===== src/rtl/id_ex_pipe_if.sv =====
// Decode-to-execute bundle: decode-stage instruction fields in, execute-stage
// registered fields plus stall/halt status out.
interface id_ex_pipe_if #(
  parameter int unsigned DW = 16,
  parameter int unsigned CW = 16
);
  logic          de_valid;
  logic [3:0]    de_rs, de_rt, de_rd;
  logic          de_rs_used, de_rt_used;
  logic          de_reg_write, de_mem_read, de_mem_write, de_halt;
  logic [3:0]    de_alu_op;
  logic [DW-1:0] de_rs_data, de_rt_data, de_imm, de_pc;
  logic          flush_de;

  logic [3:0]    rs_de, rt_de, rd_ex;
  logic          ex_valid, ex_reg_write, ex_mem_read, ex_mem_write, ex_halt;
  logic [3:0]    ex_alu_op;
  logic [DW-1:0] ex_rs_data, ex_rt_data, ex_imm, ex_pc;
  logic          stall_fd;
  logic          halted;
  logic [CW-1:0] stall_count;

  modport master (
    output de_valid, de_rs, de_rt, de_rd, de_rs_used, de_rt_used,
           de_reg_write, de_mem_read, de_mem_write, de_halt, de_alu_op,
           de_rs_data, de_rt_data, de_imm, de_pc, flush_de,
    input  rs_de, rt_de, rd_ex, ex_valid, ex_reg_write, ex_mem_read,
           ex_mem_write, ex_halt, ex_alu_op, ex_rs_data, ex_rt_data,
           ex_imm, ex_pc, stall_fd, halted, stall_count
  );

  modport slave (
    input  de_valid, de_rs, de_rt, de_rd, de_rs_used, de_rt_used,
           de_reg_write, de_mem_read, de_mem_write, de_halt, de_alu_op,
           de_rs_data, de_rt_data, de_imm, de_pc, flush_de,
    output rs_de, rt_de, rd_ex, ex_valid, ex_reg_write, ex_mem_read,
           ex_mem_write, ex_halt, ex_alu_op, ex_rs_data, ex_rt_data,
           ex_imm, ex_pc, stall_fd, halted, stall_count
  );
endinterface


===== src/rtl/id_ex_pipe.sv =====
// ID/EX pipeline register with load-use stall detection, bubble insertion,
// sticky halt latching and a saturating stall-cycle counter.
module id_ex_pipe #(
  parameter int unsigned DW = 16,
  parameter int unsigned CW = 16
) (
  input  logic         clk,
  input  logic         rst_n,
  id_ex_pipe_if.slave  bus
);

  typedef enum logic [0:0] {StRun, StHalted} state_e;

  state_e        state_q, state_d;
  logic [3:0]    rs_de_q, rt_de_q, rd_ex_q, alu_op_q;
  logic          valid_q, reg_write_q, mem_read_q, mem_write_q, halt_q;
  logic [DW-1:0] rs_data_q, rt_data_q, imm_q, pc_q;
  logic [CW-1:0] stall_cnt_q;

  logic halted, rs_hit, rt_hit, lu, stall_fd, bubble;

  always_comb begin
    state_d  = state_q;
    halted   = (state_q == StHalted);
    rs_hit   = bus.de_rs_used && (bus.de_rs == rd_ex_q);
    // Store data is forwarded MEM-to-MEM, so a store's rt never stalls.
    rt_hit   = bus.de_rt_used && (bus.de_rt == rd_ex_q) && !bus.de_mem_write;
    lu       = valid_q && mem_read_q && (rd_ex_q != 4'd0) && bus.de_valid && !halted &&
               (rs_hit || rt_hit);
    stall_fd = lu && !bus.flush_de;
    bubble   = lu || bus.flush_de || !bus.de_valid || halted;
    unique case (state_q)
      StRun:    if (!bubble && bus.de_halt) state_d = StHalted;
      StHalted: state_d = StHalted;
      default:  state_d = StRun;
    endcase
  end

  always_ff @(posedge clk or negedge rst_n) begin
    if (!rst_n) begin
      state_q     <= StRun;
      rs_de_q     <= '0;
      rt_de_q     <= '0;
      rd_ex_q     <= '0;
      alu_op_q    <= '0;
      valid_q     <= 1'b0;
      reg_write_q <= 1'b0;
      mem_read_q  <= 1'b0;
      mem_write_q <= 1'b0;
      halt_q      <= 1'b0;
      rs_data_q   <= '0;
      rt_data_q   <= '0;
      imm_q       <= '0;
      pc_q        <= '0;
      stall_cnt_q <= '0;
    end else begin
      state_q <= state_d;
      if (bubble) begin
        // Data fields are don't-care in a bubble and simply hold.
        rs_de_q     <= '0;
        rt_de_q     <= '0;
        rd_ex_q     <= '0;
        valid_q     <= 1'b0;
        reg_write_q <= 1'b0;
        mem_read_q  <= 1'b0;
        mem_write_q <= 1'b0;
        halt_q      <= 1'b0;
      end else begin
        rs_de_q     <= bus.de_rs;
        rt_de_q     <= bus.de_rt;
        rd_ex_q     <= bus.de_rd;
        alu_op_q    <= bus.de_alu_op;
        valid_q     <= 1'b1;
        reg_write_q <= bus.de_reg_write;
        mem_read_q  <= bus.de_mem_read;
        mem_write_q <= bus.de_mem_write;
        halt_q      <= bus.de_halt;
        rs_data_q   <= bus.de_rs_data;
        rt_data_q   <= bus.de_rt_data;
        imm_q       <= bus.de_imm;
        pc_q        <= bus.de_pc;
      end
      if (stall_fd && (stall_cnt_q != {CW{1'b1}})) stall_cnt_q <= stall_cnt_q + CW'(1);
    end
  end

  assign bus.rs_de        = rs_de_q;
  assign bus.rt_de        = rt_de_q;
  assign bus.rd_ex        = rd_ex_q;
  assign bus.ex_valid     = valid_q;
  assign bus.ex_reg_write = reg_write_q;
  assign bus.ex_mem_read  = mem_read_q;
  assign bus.ex_mem_write = mem_write_q;
  assign bus.ex_halt      = halt_q;
  assign bus.ex_alu_op    = alu_op_q;
  assign bus.ex_rs_data   = rs_data_q;
  assign bus.ex_rt_data   = rt_data_q;
  assign bus.ex_imm       = imm_q;
  assign bus.ex_pc        = pc_q;
  assign bus.stall_fd     = stall_fd;
  assign bus.halted       = halted;
  assign bus.stall_count  = stall_cnt_q;

endmodule


===== src/flat_wrapper.sv =====
// flat-port wrapper written by rule: the top's interface ports become plain ports
module id_ex_pipe_flat 
#(
  parameter int unsigned DW = 16,
  parameter int unsigned CW = 16
)
  (clk, rst_n, bus_de_valid, bus_de_rs, bus_de_rt, bus_de_rd, bus_de_rs_used, bus_de_rt_used, bus_de_reg_write, bus_de_mem_read, bus_de_mem_write, bus_de_halt, bus_de_alu_op, bus_de_rs_data, bus_de_rt_data, bus_de_imm, bus_de_pc, bus_flush_de, bus_rs_de, bus_rt_de, bus_rd_ex, bus_ex_valid, bus_ex_reg_write, bus_ex_mem_read, bus_ex_mem_write, bus_ex_halt, bus_ex_alu_op, bus_ex_rs_data, bus_ex_rt_data, bus_ex_imm, bus_ex_pc, bus_stall_fd, bus_halted, bus_stall_count);
  id_ex_pipe_if #(.DW(DW), .CW(CW)) bus_i ();
  input  logic clk;
  input  logic rst_n;
  input wire logic [$bits(bus_i.de_valid)-1:0] bus_de_valid;
  input wire logic [$bits(bus_i.de_rs)-1:0] bus_de_rs;
  input wire logic [$bits(bus_i.de_rt)-1:0] bus_de_rt;
  input wire logic [$bits(bus_i.de_rd)-1:0] bus_de_rd;
  input wire logic [$bits(bus_i.de_rs_used)-1:0] bus_de_rs_used;
  input wire logic [$bits(bus_i.de_rt_used)-1:0] bus_de_rt_used;
  input wire logic [$bits(bus_i.de_reg_write)-1:0] bus_de_reg_write;
  input wire logic [$bits(bus_i.de_mem_read)-1:0] bus_de_mem_read;
  input wire logic [$bits(bus_i.de_mem_write)-1:0] bus_de_mem_write;
  input wire logic [$bits(bus_i.de_halt)-1:0] bus_de_halt;
  input wire logic [$bits(bus_i.de_alu_op)-1:0] bus_de_alu_op;
  input wire logic [$bits(bus_i.de_rs_data)-1:0] bus_de_rs_data;
  input wire logic [$bits(bus_i.de_rt_data)-1:0] bus_de_rt_data;
  input wire logic [$bits(bus_i.de_imm)-1:0] bus_de_imm;
  input wire logic [$bits(bus_i.de_pc)-1:0] bus_de_pc;
  input wire logic [$bits(bus_i.flush_de)-1:0] bus_flush_de;
  output wire logic [$bits(bus_i.rs_de)-1:0] bus_rs_de;
  output wire logic [$bits(bus_i.rt_de)-1:0] bus_rt_de;
  output wire logic [$bits(bus_i.rd_ex)-1:0] bus_rd_ex;
  output wire logic [$bits(bus_i.ex_valid)-1:0] bus_ex_valid;
  output wire logic [$bits(bus_i.ex_reg_write)-1:0] bus_ex_reg_write;
  output wire logic [$bits(bus_i.ex_mem_read)-1:0] bus_ex_mem_read;
  output wire logic [$bits(bus_i.ex_mem_write)-1:0] bus_ex_mem_write;
  output wire logic [$bits(bus_i.ex_halt)-1:0] bus_ex_halt;
  output wire logic [$bits(bus_i.ex_alu_op)-1:0] bus_ex_alu_op;
  output wire logic [$bits(bus_i.ex_rs_data)-1:0] bus_ex_rs_data;
  output wire logic [$bits(bus_i.ex_rt_data)-1:0] bus_ex_rt_data;
  output wire logic [$bits(bus_i.ex_imm)-1:0] bus_ex_imm;
  output wire logic [$bits(bus_i.ex_pc)-1:0] bus_ex_pc;
  output wire logic [$bits(bus_i.stall_fd)-1:0] bus_stall_fd;
  output wire logic [$bits(bus_i.halted)-1:0] bus_halted;
  output wire logic [$bits(bus_i.stall_count)-1:0] bus_stall_count;
  assign bus_i.de_valid = bus_de_valid;
  assign bus_i.de_rs = bus_de_rs;
  assign bus_i.de_rt = bus_de_rt;
  assign bus_i.de_rd = bus_de_rd;
  assign bus_i.de_rs_used = bus_de_rs_used;
  assign bus_i.de_rt_used = bus_de_rt_used;
  assign bus_i.de_reg_write = bus_de_reg_write;
  assign bus_i.de_mem_read = bus_de_mem_read;
  assign bus_i.de_mem_write = bus_de_mem_write;
  assign bus_i.de_halt = bus_de_halt;
  assign bus_i.de_alu_op = bus_de_alu_op;
  assign bus_i.de_rs_data = bus_de_rs_data;
  assign bus_i.de_rt_data = bus_de_rt_data;
  assign bus_i.de_imm = bus_de_imm;
  assign bus_i.de_pc = bus_de_pc;
  assign bus_i.flush_de = bus_flush_de;
  assign bus_rs_de = bus_i.rs_de;
  assign bus_rt_de = bus_i.rt_de;
  assign bus_rd_ex = bus_i.rd_ex;
  assign bus_ex_valid = bus_i.ex_valid;
  assign bus_ex_reg_write = bus_i.ex_reg_write;
  assign bus_ex_mem_read = bus_i.ex_mem_read;
  assign bus_ex_mem_write = bus_i.ex_mem_write;
  assign bus_ex_halt = bus_i.ex_halt;
  assign bus_ex_alu_op = bus_i.ex_alu_op;
  assign bus_ex_rs_data = bus_i.ex_rs_data;
  assign bus_ex_rt_data = bus_i.ex_rt_data;
  assign bus_ex_imm = bus_i.ex_imm;
  assign bus_ex_pc = bus_i.ex_pc;
  assign bus_stall_fd = bus_i.stall_fd;
  assign bus_halted = bus_i.halted;
  assign bus_stall_count = bus_i.stall_count;
  id_ex_pipe #(.DW(DW), .CW(CW)) u_core (.clk(clk), .rst_n(rst_n), .bus(bus_i));
endmodule

===== config.mk =====
export PLATFORM = sky130hd
export DESIGN_NAME = id_ex_pipe_flat
export DESIGN_NICKNAME = d
export VERILOG_FILES = /design/src/rtl/id_ex_pipe_if.sv /design/src/rtl/id_ex_pipe.sv /design/src/flat_wrapper.sv
export SDC_FILE = /design/constraint.sdc
export NUM_CORES = 1
export LEC_CHECK = 0
export BUFFER_PORTS_ARGS = -buffer_cell sky130_fd_sc_hd__buf_2
export CORE_AREA = 2 2 105 107
export DETAILED_ROUTE_END_ITERATION = 12
export DIE_AREA = 0 0 107 109
export HOLD_SLACK_MARGIN = 0.1
export PLACE_DENSITY = 0.74
export SLEW_MARGIN = 20
export SYNTH_ARGS = -nofsm -noshare
export SYNTH_HDL_FRONTEND = slang
export SYNTH_SLANG_ARGS = --single-unit

===== constraint.sdc =====
create_clock -name clk -period 2.3 [get_ports clk]
set_input_delay 0.575 -clock clk [delete_from_list [all_inputs] [get_ports clk]]
set_output_delay 0.575 -clock clk [all_outputs]
set_load 0.05 [all_outputs]

==> impl_metrics.env, run 1 <==
export IMPL_status="finished, violations left"
export IMPL_violations="negative setup slack"
export IMPL_grt_pass1_wl_microns=14230
export IMPL_cts_hold_buf=0
export IMPL_fin_area_sq_mm=0.005710
export IMPL_critPathRequiredTime_ns=1.73
export IMPL_start_kind="flip-flop"
export IMPL_crit_chain="buf_6 > xor2_1 > nor3_1 > nand2_1 > a2111oi_4 > buf_6"
export IMPL_drive_above_1_share_pct=63.24
export IMPL_clock_latency_ns=0.36
export IMPL_synth_mux_area_share_pct=20.48
export IMPL_synth_area_leaders="dfrtp_1, mux2_2, xor2_1"
export IMPL_worstMarginPinSlew_ns=0.5548
export IMPL_crit_path_max_fanout=3
export IMPL_grt_start_max_net_pins=57
export IMPL_slew_headroom_pct=62.93
export IMPL_fill_cells=917
export IMPL_crit_path_top_delay_cell="dfrtp_2"
export IMPL_critPathMaxStageDelay_ns=0.46
export IMPL_setup_slack_ns=-0.2114
export IMPL_holdCritPathClass="input port to async pin"
export IMPL_wl_per_cell_microns=15.02
export IMPL_worst_setup_path_type="flip-flop to output pin"
export IMPL_gr_total_overflow=0
export IMPL_fp_dieH_microns=109
export IMPL_vias_per_cell=4.751
export IMPL_synth_cells=285
export IMPL_grtUsageTotal_pct=15.63
export IMPL_routed_wl_microns=9703
export IMPL_dpl_cell_count=621
export IMPL_vias=3069
export IMPL_finalClockSkew_ns=0.009327
export IMPL_p_per_area_mw_per_mm2=1049
export IMPL_yosys_area_share_xor_xnor_pct=4.248
export IMPL_syn_area_per_cell_sq_um=14.47
export IMPL_fin_crit_ns=2.511
export IMPL_maxSlewViolCount=0
export IMPL_antenna_found_initial=0
export IMPL_hold_viol=0
export IMPL_cts_sinks=102
export IMPL_ys_seq_elements=102
export IMPL_initial_core_util_pct=38.90
export IMPL_synth_compound_area_share_pct=0.6978
export IMPL_synth_top_area_share_pct=61.89
export IMPL_syn_to_final_growth_pct=38.47
export IMPL_fin_crit_sh_pct=109.2
export IMPL_cts_tree="built"
export IMPL_yosys_area_share_simple_pct=10.56
export IMPL_crit_family="flip-flops"
export IMPL_fin_cells=646
export IMPL_ant_nets=0
export IMPL_post_dp_hpwl_microns=7118
export IMPL_gp_congestion=0.8628
export IMPL_cp_num_buf_inv=2
export IMPL_clk_pin_slew_worst_paths_ns=0.09
export IMPL_pre_cts_ws_ns=-0.1498
export IMPL_finalSetupViolations=1
export IMPL_dieWidth_microns=107
export IMPL_layout_nets=592
export IMPL_drc=0
export IMPL_boundaryPins=193
export IMPL_peakVddDrop_uv=673.1
export IMPL_first_pass_iters=4
export IMPL_rows=38
export IMPL_r2r_cells=7
export IMPL_yosysUniqueCellTypes=30
export IMPL_crit_path_end_kind="output pin"
export IMPL_yosys_area_share_adder_pct=0.3034
export IMPL_place_area_sq_mm=0.005396
export IMPL_port_buffers=192
export IMPL_leakage_nw=3.013
export IMPL_syn_num_nets=376
export IMPL_cap_violations=0
export IMPL_synth_area_sq_mm=0.004124
export IMPL_numCtsBuffers=9
export IMPL_yosys_warnings=0
export IMPL_seq_area_frac_synth_pct=61.89
export IMPL_cts_buffer_depth=2
export IMPL_grt_pass1_vias=3034
export IMPL_n_antenna_cell=0
export IMPL_cp_num_cells=6
export IMPL_core_area_sq_mm=0.01060
export IMPL_worstPathArrival_ns=1.94
export IMPL_dieArea_sq_mm=0.01166
export IMPL_synth_top_family_by_area="multiplexers"
export IMPL_synth_area_leader_cell="dfrtp_1"
export IMPL_ctsRootBufferMaster="clkbuf_8"
export IMPL_drtIter0Drc=110
export IMPL_htreeDepth=3
export IMPL_crit_top_cell="buf_6"
export IMPL_rsz0062_at_grt="true"
export IMPL_fmax_mhz=398.2
-- power by group --
part	internal [mW]	total (mW)	switching, mW
sequential	2.18	2.38	0.198
combinational	0.698	2.51	1.82
clock	0.502	1.10	0.594
-- layout make-up --
cell class	count	area (sq um)	area share, %
Inverter	2	7.507	0.1315
Sequential cell	102	2557	44.79
Clock buffer	10	127.6	2.235
Clock inverter	6	61.31	1.074
Tap cell	140	175.2	3.067
Timing Repair Buffer	217	1232	21.58
Multi-Input combinational cell	169	1549	27.13
-- worst reg2reg max path: stages (launching register included) --
cell and delay (ns):
dfrtp_2 0.45, buf_4 0.16, nor4_4 0.33, nor4_2 0.10, a22oi_2 0.38, nand2_4 0.22
buf_12 0.24, mux2_4 0.31
-- through the flow --
step	hold slack (ns)	power [mW]	setup TNS (ns)	util, %
2_1_floorplan	0.2794	4.256	-0.05413	-
3_3_place_gp	0.4827	4.868	-0.1180	50.90
3_5_place_dp	0.4880	4.922	-0.7525	50.90
4_1_cts	0.1230	6.036	-1.015	52.95
5_1_grt	0.1390	6.272	-2.248	53.86
6_report	0.1327	5.992	-0.2114	53.86
-- placed cells by master, fill, tap and decap left out, types with 2 or more instances in the layout --
cell type	netlist	routed
dfrtp_1	102	98
and3_1	17	17
xor2_2	0	2
xor2_1	20	18
clkbuf_8	0	9
clkinv_2	0	3
nor4_2	1	2
inv_1	2	2
buf_2	6	190
dfrtp_2	0	4
nand4_1	5	5
mux2_2	63	63
mux2_4	9	9
nor3_1	11	10
buf_12	0	4
or2_2	2	2
nand3_1	3	3
nand2b_1	4	4
buf_4	0	19
buf_6	2	3
nor4_1	6	5
nor2_1	7	7
nand2_1	9	8
-- logic make-up (layout without fill, tap and decap cells) --
family,count (synthesis),after routing
multiplexers,72,72
AND/OR/NAND/NOR,73,73
buffers and inverters,14,235
adder cells (fa/ha/maj),1,1
flip-flops,102,102
AO/OA/AOI/OAI,3,3
XOR/XNOR,20,20
-- timing repair --
| item | in CTS | in global routing |
|---|---|---|
| pin swaps | 7 | 9 |
| buffers inserted | 3 | 4 |
| endpoints found under the setup margin | 1 | 69 |
| gates cloned | 0 | 2 |
| gates resized for setup | 2 | 5 |
-- sequential cells by signal, summed over array words and instances (netlist names) --
| name | flops |
|---|---|
| u_core.bus.ex_valid | 1 |
| u_core.bus.ex_rt_data | 16 |
| u_core.bus.ex_reg_write | 1 |
| u_core.bus.ex_imm | 16 |
| u_core.bus.rd_ex | 4 |
| u_core.bus.ex_alu_op | 4 |
| u_core.bus.ex_mem_write | 1 |
| u_core.bus.ex_rs_data | 16 |
| u_core.bus.ex_mem_read | 1 |
| u_core.bus.ex_halt | 1 |
| u_core.bus.ex_pc | 16 |
| u_core.bus.stall_count | 16 |
| u_core.bus.rs_de | 4 |
| u_core.bus.halted | 1 |
| u_core.bus.rt_de | 4 |
-- path summary, 6_finish.rpt --
kind / slack [ns] / start / endpoint
setup / recovery: -0.21 / u_core.bus.rd_ex[0]$_DFF_PN0_ / bus_stall_fd
hold / removal: 0.13 / rst_n / u_core.bus.rs_de[0]$_DFF_PN0_
setup reg to reg: 0.01 / u_core.bus.rd_ex[3]$_DFF_PN0_ / u_core.bus.ex_imm[13]$_DFFE_PN0N_
hold reg to reg: 0.50 / u_core.bus.ex_rs_data[5]$_DFFE_PN0N_ / u_core.bus.ex_rs_data[5]$_DFFE_PN0N_
max in group asynchronous: 1.55 / rst_n / u_core.bus.ex_pc[4]$_DFFE_PN0N_
min in group clk: 0.44 / bus_de_imm[3] / u_core.bus.ex_imm[3]$_DFFE_PN0N_
-- cell usage after synthesis --
cell,number
a2111oi_0,1
a22oi_2,1
and3_1,17
and4_1,1
buf_2,6
buf_6,2
clkbuf_1,4
dfrtp_1,102
ha_1,1
inv_1,2
mux2_2,63
mux2_4,9
nand2_1,9
nand2b_1,4
nand3_1,3
nand3b_1,1
nand4_1,5
nand4b_1,1
nor2_1,7
nor3_1,11
nor3b_1,1
nor4_1,6
nor4_2,1
nor4_4,1
nor4b_1,1
o211ai_1,1
or2_2,2
or4_1,1
or4b_2,1
xor2_1,20
-- routing by layer --
metal | GRT usage [%] | routed length [microns] | vias up
met5 | 0 | 0 | -
met4 | 6.865 | 187 | 0
met3 | 3.945 | 619 | 19
met2 | 26.11 | 4881 | 130
met1 | 19.26 | 4015 | 1482
li1 | - | - | 1438
(Power assumes the default switching activity.)
==> run 2: changes to the inputs <==
CORE_AREA = 5 5 97 99   (was 2 2 105 107)
DIE_AREA = 0 0 102 104   (was 0 0 107 109)
PLACE_DENSITY = 0.89   (was 0.74)
clock period = 3 ns   (was 2.3 ns; I/O delays follow)
==> run 2 against run 1 <==
Compared with the run above: the flow now finishes without violations; clock power shrank 22%; via count shrank 1.2%; die area shrank 9.0%; highest routed layer unchanged.
==> impl_metrics.env, run 2 (synthesized netlist as in run 1, its figures left out) <==
export IMPL_finalClockSkew_ns=0.01268
export IMPL_finalSetupTns_ns=0
export IMPL_worstMarginPinSlew_ns=0.7711
export IMPL_wl_met1_microns=3496
export IMPL_routed_wl_microns=9784
export IMPL_start_kind="flip-flop"
export IMPL_clk_pin_slew_worst_paths_ns=0.09
export IMPL_clock_latency_ns=0.36
export IMPL_fin_area_sq_mm=0.005455
export IMPL_grt_start_max_net_pins=56
export IMPL_crit_path_max_fanout=4
export IMPL_port_buffers=192
export IMPL_layout_nets=574
export IMPL_fin_crit_ns=2.729
export IMPL_dieWidth_microns=102
export IMPL_numCtsBuffers=9
export IMPL_post_dp_hpwl_microns=7712
export IMPL_status="completed"
export IMPL_final_common_cell="buf_2"
export IMPL_worst_setup_path_type="flip-flop to output pin"
export IMPL_vias_per_cell=5.089
export IMPL_drc=0
export IMPL_htreeDepth=3
export IMPL_initial_core_util_pct=48.71
export IMPL_dr_max_layer_used="met4"
export IMPL_crit_chain="xor2_1 > nor3_1 > nand2_1 > a2111oi_4 > buf_2"
export IMPL_ant_nets=0
export IMPL_leakage_nw=2.911
export IMPL_dpl_cell_count=580
export IMPL_fp_dieH_microns=104
export IMPL_vias=3033
export IMPL_holdCritPathClass="input port to async pin"
export IMPL_boundaryPins=193
export IMPL_rows=34
export IMPL_cts_hold_buf=0
export IMPL_drtIter0Drc=55
export IMPL_met3_length_microns=886
export IMPL_postCtsSetupRepairBufs=0
export IMPL_grt_pass1_wl_microns=15530
export IMPL_cts_repair_resized=0
export IMPL_hold_slack_ns=0.3920
export IMPL_crit_path_end_kind="output pin"
export IMPL_gp_congestion=0.8230
export IMPL_fin_crit_sh_pct=90.96
export IMPL_critPathMaxStageDelay_ns=0.47
export IMPL_first_pass_iters=4
export IMPL_gr_total_overflow=0
export IMPL_rsz0062_at_grt="false"
export IMPL_grt_pass1_vias=3091
export IMPL_fmax_mhz=366.5
export IMPL_dieArea_sq_mm=0.01061
export IMPL_cts_buffer_depth=2
export IMPL_cts_tree="built"
export IMPL_ctsRootBufferMaster="clkbuf_8"
export IMPL_worstPathArrival_ns=1.98
export IMPL_grtUsageTotal_pct=18.55
export IMPL_p_per_area_mw_per_mm2=840.5
export IMPL_cts_sinks=102
export IMPL_wl_per_cell_microns=16.42
export IMPL_n_antenna_cell=0
export IMPL_finalSetupViolations=0
export IMPL_syn_to_final_growth_pct=32.28
export IMPL_place_area_sq_mm=0.005259
export IMPL_peakVddDrop_uv=583.0
export IMPL_cap_violations=0
export IMPL_core_area_sq_mm=0.008466
export IMPL_layout_common_cells="buf_2, dfrtp_1, mux2_2"
export IMPL_wl_met2_microns=5209
export IMPL_critPathRequiredTime_ns=2.25
export IMPL_drive_above_1_share_pct=60.45
export IMPL_crit_path_top_delay_cell="dfrtp_1"
export IMPL_slew_headroom_pct=48.17
export IMPL_antenna_found_initial=0
export IMPL_fin_cells=596
export IMPL_maxSlewViolCount=0
export IMPL_hold_viol=0
run 2: path summary, 6_finish.rpt:
path | from | end | slack, ns | cells past startpoint
min | rst_n | u_core.bus.stall_count[15]$_DFFE_PN0P_ | 0.39 | 1
min reg2reg | u_core.bus.ex_rs_data[7]$_DFFE_PN0N_ | u_core.bus.ex_rs_data[7]$_DFFE_PN0N_ | 0.51 | 1
max in group asynchronous | rst_n | u_core.bus.ex_rt_data[6]$_DFFE_PN0N_ | 1.93 | 2
max reg2reg | u_core.bus.rd_ex[0]$_DFF_PN0_ | u_core.bus.ex_imm[12]$_DFFE_PN0N_ | 0.45 | 6
min in group clk | u_core.bus.ex_rs_data[7]$_DFFE_PN0N_ | u_core.bus.ex_rs_data[7]$_DFFE_PN0N_ | 0.51 | 1
max | u_core.bus.rd_ex[1]$_DFF_PN0_ | bus_stall_fd | 0.27 | 5
run 2: metrics by stage:
step | setup WS [ns] | util, % | power, mW
final | 0.2713 | 64.44 | 4.585
after global routing | 0.1261 | 64.44 | 4.784
after CTS | 0.2419 | 64.44 | 4.639
after detailed placement | 0.1189 | 62.12 | 3.783
after global placement | 0.2894 | 62.12 | 3.725
after floorplan | 0.3022 | - | 3.262
run 2: layout make-up:
| class | instances | area (sq um) |
|---|---|---|
| clock inverter | 7 | 72.57 |
| fill | 669 | 3010 |
| multi-input combinational | 169 | 1523 |
| tap | 108 | 135.1 |
| inverter | 2 | 7.507 |
| sequential | 102 | 2552 |
| timing repair buffer | 199 | 1041 |
| clock buffer | 9 | 123.9 |
run 2: worst max-delay path: cells and delay by family, from the launching register on:
family	cells	cell delay, ns
buffers and inverters	1	0.31
AND/OR/NAND/NOR	2	0.36
AO/OA/AOI/OAI	1	0.29
flip-flops	1	0.47
XOR/XNOR	1	0.21
run 2: per-layer routing:
layer	GRT usage, %	up-vias
li1	-	1402
met3	4.091	16
met4	6.842	0
met2	32.54	133
met1	21.89	1482
met5	0	-
run 2: power by group:
part / internal (mW) / total, mW / switching, mW
clock: 0.389 / 0.856 / 0.467
combinational: 0.515 / 1.91 / 1.39
sequential: 1.67 / 1.82 / 0.151
total: 2.58 / 4.59 / 2.01
